## config.mk

```make
export PLATFORM = sky130hd
export DESIGN_NAME = scan_adder
export DESIGN_NICKNAME = d
export VERILOG_FILES = /design/src/rtl/scan_adder_pkg.sv /design/src/rtl/scan_adder_cell.sv /design/src/rtl/scan_adder.sv
export SDC_FILE = /design/constraint.sdc
export NUM_CORES = 1
export LEC_CHECK = 0
export BUFFER_PORTS_ARGS = -buffer_cell sky130_fd_sc_hd__buf_4
export CORE_ASPECT_RATIO = 0.6
export CORE_MARGIN = 5
export CORE_UTILIZATION = 28
export DETAILED_ROUTE_END_ITERATION = 16
export PLACE_DENSITY = 0.52
export SLEW_MARGIN = 5
export SYNTH_ARGS = -nofsm -noshare
export SYNTH_HDL_FRONTEND = slang
export SYNTH_HIERARCHICAL = 1
export SYNTH_SLANG_ARGS = --single-unit
```

## constraint.sdc

```tcl
create_clock -name clk -period 5.4 [get_ports clk]
set_clock_uncertainty 0.2 [all_clocks]
set_input_delay 0.27 -clock clk [delete_from_list [all_inputs] [get_ports clk]]
set_output_delay 0.27 -clock clk [all_outputs]
set_load 0.01 [all_outputs]
```

## src/rtl/scan_adder_pkg.sv

```systemverilog
// scan_adder_pkg: shared sizing helpers and cell index map for scan_adder.
// All scan cell positions are derived from these functions.
package scan_adder_pkg;

    // Field selector for a scan cell index.
    typedef enum logic [2:0] {
        FLD_A,
        FLD_B,
        FLD_CIN,
        FLD_SUM,
        FLD_COUT
    } field_e;

    localparam int A_BASE = 0;

    // Total number of scan cells for a given operand width.
    function automatic int chain_len(input int width);
        return 3 * width + 2;
    endfunction

    // Longest chain length once the cells are spread over num_chains.
    function automatic int seg_len(input int width, input int num_chains);
        return (chain_len(width) + num_chains - 1) / num_chains;
    endfunction

    function automatic int b_base(input int width);
        return width;
    endfunction

    function automatic int cin_base(input int width);
        return 2 * width;
    endfunction

    function automatic int sum_base(input int width);
        return 2 * width + 1;
    endfunction

    function automatic int cout_base(input int width);
        return 3 * width + 1;
    endfunction

    // Which field a given cell index belongs to.
    function automatic field_e cell_field(input int idx, input int width);
        if (idx < b_base(width))
            return FLD_A;
        else if (idx < cin_base(width))
            return FLD_B;
        else if (idx == cin_base(width))
            return FLD_CIN;
        else if (idx < cout_base(width))
            return FLD_SUM;
        else
            return FLD_COUT;
    endfunction

endpackage

```

## src/rtl/scan_adder_cell.sv

```systemverilog
// scan_cell: one mux-D scan flop.
// scan_en selects the serial input over the functional input.
module scan_cell (
    input  logic clk,
    input  logic rst,
    input  logic scan_en,
    input  logic d,
    input  logic si,
    output logic q
);

    // Shift from si in scan mode, capture d otherwise.
    always_ff @(posedge clk or posedge rst) begin
        if (rst)
            q <= 1'b0;
        else
            q <= scan_en ? si : d;
    end

endmodule

```

## src/rtl/scan_adder.sv

```systemverilog
// scan_adder: registered ripple adder wrapped in interleaved scan chains.
// Cells are indexed by the package map; chain c owns indices c mod N.
module scan_adder
    import scan_adder_pkg::*;
#(
    parameter  int WIDTH      = 4,
    parameter  int NUM_CHAINS = 1,
    localparam int L          = chain_len(WIDTH),
    localparam int SEG        = seg_len(WIDTH, NUM_CHAINS),
    localparam int CW         = $clog2(SEG + 1)
) (
    input  logic                  clk,
    input  logic                  rst,
    input  logic [WIDTH-1:0]      a_in,
    input  logic [WIDTH-1:0]      b_in,
    input  logic                  cin_in,
    input  logic                  scan_en,
    input  logic [NUM_CHAINS-1:0] scan_in,
    output logic [NUM_CHAINS-1:0] scan_out,
    output logic [WIDTH-1:0]      sum,
    output logic                  cout,
    output logic [CW-1:0]         shift_cnt,
    output logic                  seg_done
);

    localparam int B0    = b_base(WIDTH);
    localparam int CIN0  = cin_base(WIDTH);
    localparam int SUM0  = sum_base(WIDTH);
    localparam int COUT0 = cout_base(WIDTH);

    localparam logic [CW-1:0] SEG_C = CW'(SEG);
    localparam logic [CW-1:0] ONE_C = CW'(1);

    logic [L-1:0]     q;
    logic [L-1:0]     d;
    logic [L-1:0]     si;
    logic [WIDTH:0]   result;
    logic [CW-1:0]    cnt_next;

    // Full-width add of the registered operands; carry lands in result[WIDTH].
    assign result = {1'b0, q[A_BASE +: WIDTH]}
                  + {1'b0, q[B0 +: WIDTH]}
                  + {{WIDTH{1'b0}}, q[CIN0]};

    // Functional next-state, laid out in cell index order.
    assign d = {result[WIDTH], result[WIDTH-1:0], cin_in, b_in, a_in};

    assign sum  = q[SUM0 +: WIDTH];
    assign cout = q[COUT0];

    genvar i;
    generate
        for (i = 0; i < L; i++) begin : g_cell
            if (i < NUM_CHAINS) begin : g_head
                assign si[i] = scan_in[i];
            end else begin : g_link
                assign si[i] = q[i-NUM_CHAINS];
            end

            scan_cell u_cell (
                .clk     (clk),
                .rst     (rst),
                .scan_en (scan_en),
                .d       (d[i]),
                .si      (si[i]),
                .q       (q[i])
            );
        end

        for (i = 0; i < NUM_CHAINS; i++) begin : g_tail
            localparam int LAST = i + NUM_CHAINS * ((L - 1 - i) / NUM_CHAINS);
            assign scan_out[i] = q[LAST];
        end
    endgenerate

    // Next shift count: 1..SEG repeating while shifting, 0 otherwise.
    always_comb begin
        cnt_next = '0;
        if (scan_en)
            cnt_next = (shift_cnt == SEG_C) ? ONE_C : shift_cnt + ONE_C;
    end

    // Shift counter and the one-cycle segment-complete pulse.
    always_ff @(posedge clk or posedge rst) begin
        if (rst) begin
            shift_cnt <= '0;
            seg_done  <= 1'b0;
        end else begin
            shift_cnt <= cnt_next;
            seg_done  <= (cnt_next == SEG_C);
        end
    end

endmodule

```

==> results.toml <==
[drt]
firstDrtPassIters = 2
dr.first_iter.drc_count = 32
routed_wl_um = 1970
drc_errors = 0
ant_nets = 0
vias_per_cell = 4.01
vias = 634
wl_per_cell_um = 12.5

[power]
combPwrFrac = 0.288
p_sw_w = 0.000107
worst_ir_drop_vdd_uv = 121
p_seq_frac = 0.460
swShare = 0.273
p_leak_nw = 0.698
p_int_w = 0.000284
powerDensity_mw_per_mm2 = 298
p_clk_frac = 0.252

[logic_synthesis]
seq_area_frac_synth = 0.448
synthCells = 88
yosysMostFrequentCell = "inv_1"
yosys.area.top_type = "dfrtp_1"
synth_top_area_share = 0.448
ys_async_sr_fraction = 1.00
synthDistinctLibCells = 20
synthesis.nets = 108
synthTopCellsByArea = "dfrtp_1, mux2_4, inv_1"
synth.cell_area_sq_mm = 0.00106
yosys_warnings = 6
synthTopCellsByCount = "inv_1, dfrtp_1, mux2_4"
synth-edff-count = 0
ys_seq_elements = 19
ys.flop_type = "dfrtp_1"
syn-mean-instance-area_sq_um = 12.1

[run]
max-cap-violations = 0

[sta]
min_period_ns = 1.93
slew_violations = 0
max_freq_mhz = 517
worstMarginPinSlew_ns = 0.303
finalSetupTns_ns = 0
rsz0062_at_grt = "false"
finalHoldViolCount = 0
slew_headroom = 0.798
period_share = 0.358
setup_viol = 0

[min_path]
min_from = "b_in[3]"
worstHoldEndpoint = "g_cell[7].u_cell/q"
whs_path_depth = 2
min_path_type = "in2reg"

[clock_network]
clkSinkCount = 19
cts_resized = 0
path_clk_slew_ns = 0.07
cts-htree-levels = 1
cts_made_buffers = 3
clock_latency_ns = 0.25
cts_setup_buffers = 0
root_buffer = "clkbuf_8"
clockBufferDepth = 2
cts_tree = "yes"

[floorplanning]
die_w_um = 89.5
start_util = 0.290
coreArea_sq_mm = 0.00366
die_h_um = 57.7
ioPinCount = 24
rows = 17
fp.dieArea_sq_mm = 0.00516

[cells_and_area]
num-nets-final = 132
drive_gt1_frac = 0.378
final_area_sq_mm = 0.00131
syn_to_final_growth_pct = 23.5
antenna_cells = 0

[global_route]
grt_pass1_vias = 655
grt_overflow = 0
groute.usage.overall = 0.0858
grt_pass1_wl_um = 3270
grt_max_degree = 19
antenna_found_initial = 0

[critical_path]
crit_fanout = 2
crit_arrival_ns = 1.88
crit_path_end_kind = "flip-flop"
rr_startpoint = "g_cell[0].u_cell/q"
criticalPathCategory = "reg2reg"
r2r_cells = 7
reg2reg_to = "g_cell[13].u_cell/q"
r2r_slack_ns = 3.47
critical_path.startpoint = "g_cell[0].u_cell/q"
startpoint_type = "flip-flop"
worstPathRequired_ns = 5.34

[placement]
gp_congestion = 0.679
port_buffers = 23
place_area_sq_mm = 0.00125
hpwl_um = 1620

[status]
status = "finished, final reports clean"
how the worst max path moves through the flow:
| stage | end | slack [ns] | depth (start not counted) |
|---|---|---|---|
| global route | g_cell[13].u_cell/q | 3.35 | 7 |
| global placement | g_cell[13].u_cell/q | 3.51 | 7 |
| finish | g_cell[13].u_cell/q | 3.47 | 7 |
| detailed placement | g_cell[13].u_cell/q | 3.47 | 7 |
| floorplan | g_cell[13].u_cell/q | 3.55 | 7 |
| CTS | g_cell[13].u_cell/q | 3.46 | 7 |
layout by cell type (no fill, tap or decap), drive strengths merged:
cell type	instances
buf	23
inv	21
dfrtp	19
mux2	14
ha	5
clkbuf	4
nor2b	3
nand2b	3
xnor2	3
a21boi	2
nand2	2
fa	2
o21ai	1
a21o	1
a21oi	1
nand3	1
nand3b	1
and4b	1
and2b	1
a311oi	1
nor4	1
dlygate4sd3	1
timing repair:
item                       in CTS  in global routing
setup endpoints to repair       0                  0
hold endpoints to repair       19                  0
hold buffers                    1                  0
flip-flops by register name (all words and copies together), names as in the netlist:
register / flops
g_cell.u_cell/q: 14
seg_done: 1
shift_cnt: 4
layer usage:
layer,wire length (um),GRT usage,vias up
li1,-,-,320
met1,1090,0.134,293
met2,722,0.107,21
met3,158,0.0398,0
met4,0,0.0127,0
met5,0,0,-
worst max-delay path, stage by stage (launching register included):
cell and delay, ns:
dfrtp_1 0.40, fa_1 0.44, inv_1 0.08, fa_1 0.20, nor2b_1 0.05, o21ai_1 0.12, nand2b_1 0.07, mux2_4 0.26
kinds of logic (layout without fill, tap and decap cells):
group / Yosys count / in the layout / share of synthesized area
adders and majority gates: 7 / 7 / 0.0967
and+or+nand+nor: 13 / 13 / 0.0778
muxes: 14 / 14 / 0.198
xor gates and xnor gates: 3 / 3 / 0.0248
DFF: 19 / 19 / 0.448
buffers and inverters: 26 / 49 / 0.110
AOI/OAI and AO/OA: 6 / 6 / 0.0448
per-stage QoR:
step	hold slack (ns)	util	total power (W)	cells	worst slack [ns]
6_report	0.0407	0.358	0.000391	158	3.47
5_1_grt	0.0236	0.358	0.000418	158	3.35
4_1_cts	0.0338	0.358	0.000398	158	3.46
3_5_place_dp	0.00788	0.343	0.000297	153	3.47
3_3_place_gp	0.00643	0.343	0.000294	153	3.51
2_1_floorplan	-0.201	-	0.000261	88	3.55
power by group through the flow:
stage                     Sequential, W  Combinational (W)  Clock (W)
after floorplan                0.000179          0.0000823          0
after global placement         0.000182           0.000112          0
after detailed placement       0.000183           0.000114          0
after CTS                      0.000180           0.000115   0.000103
after global routing           0.000182           0.000125   0.000111
final                          0.000180           0.000113  0.0000984
final cells by class:
cell class | count | area, sq um
fillers | 379 | 2350
flip-flops and latches | 19 | 475
clock buffers | 4 | 45.0
repair buffers | 24 | 183
multi-input cells | 43 | 469
well taps | 47 | 58.8
inverters | 21 | 78.8
No activity file was read; power rests on OpenSTA's default activity.
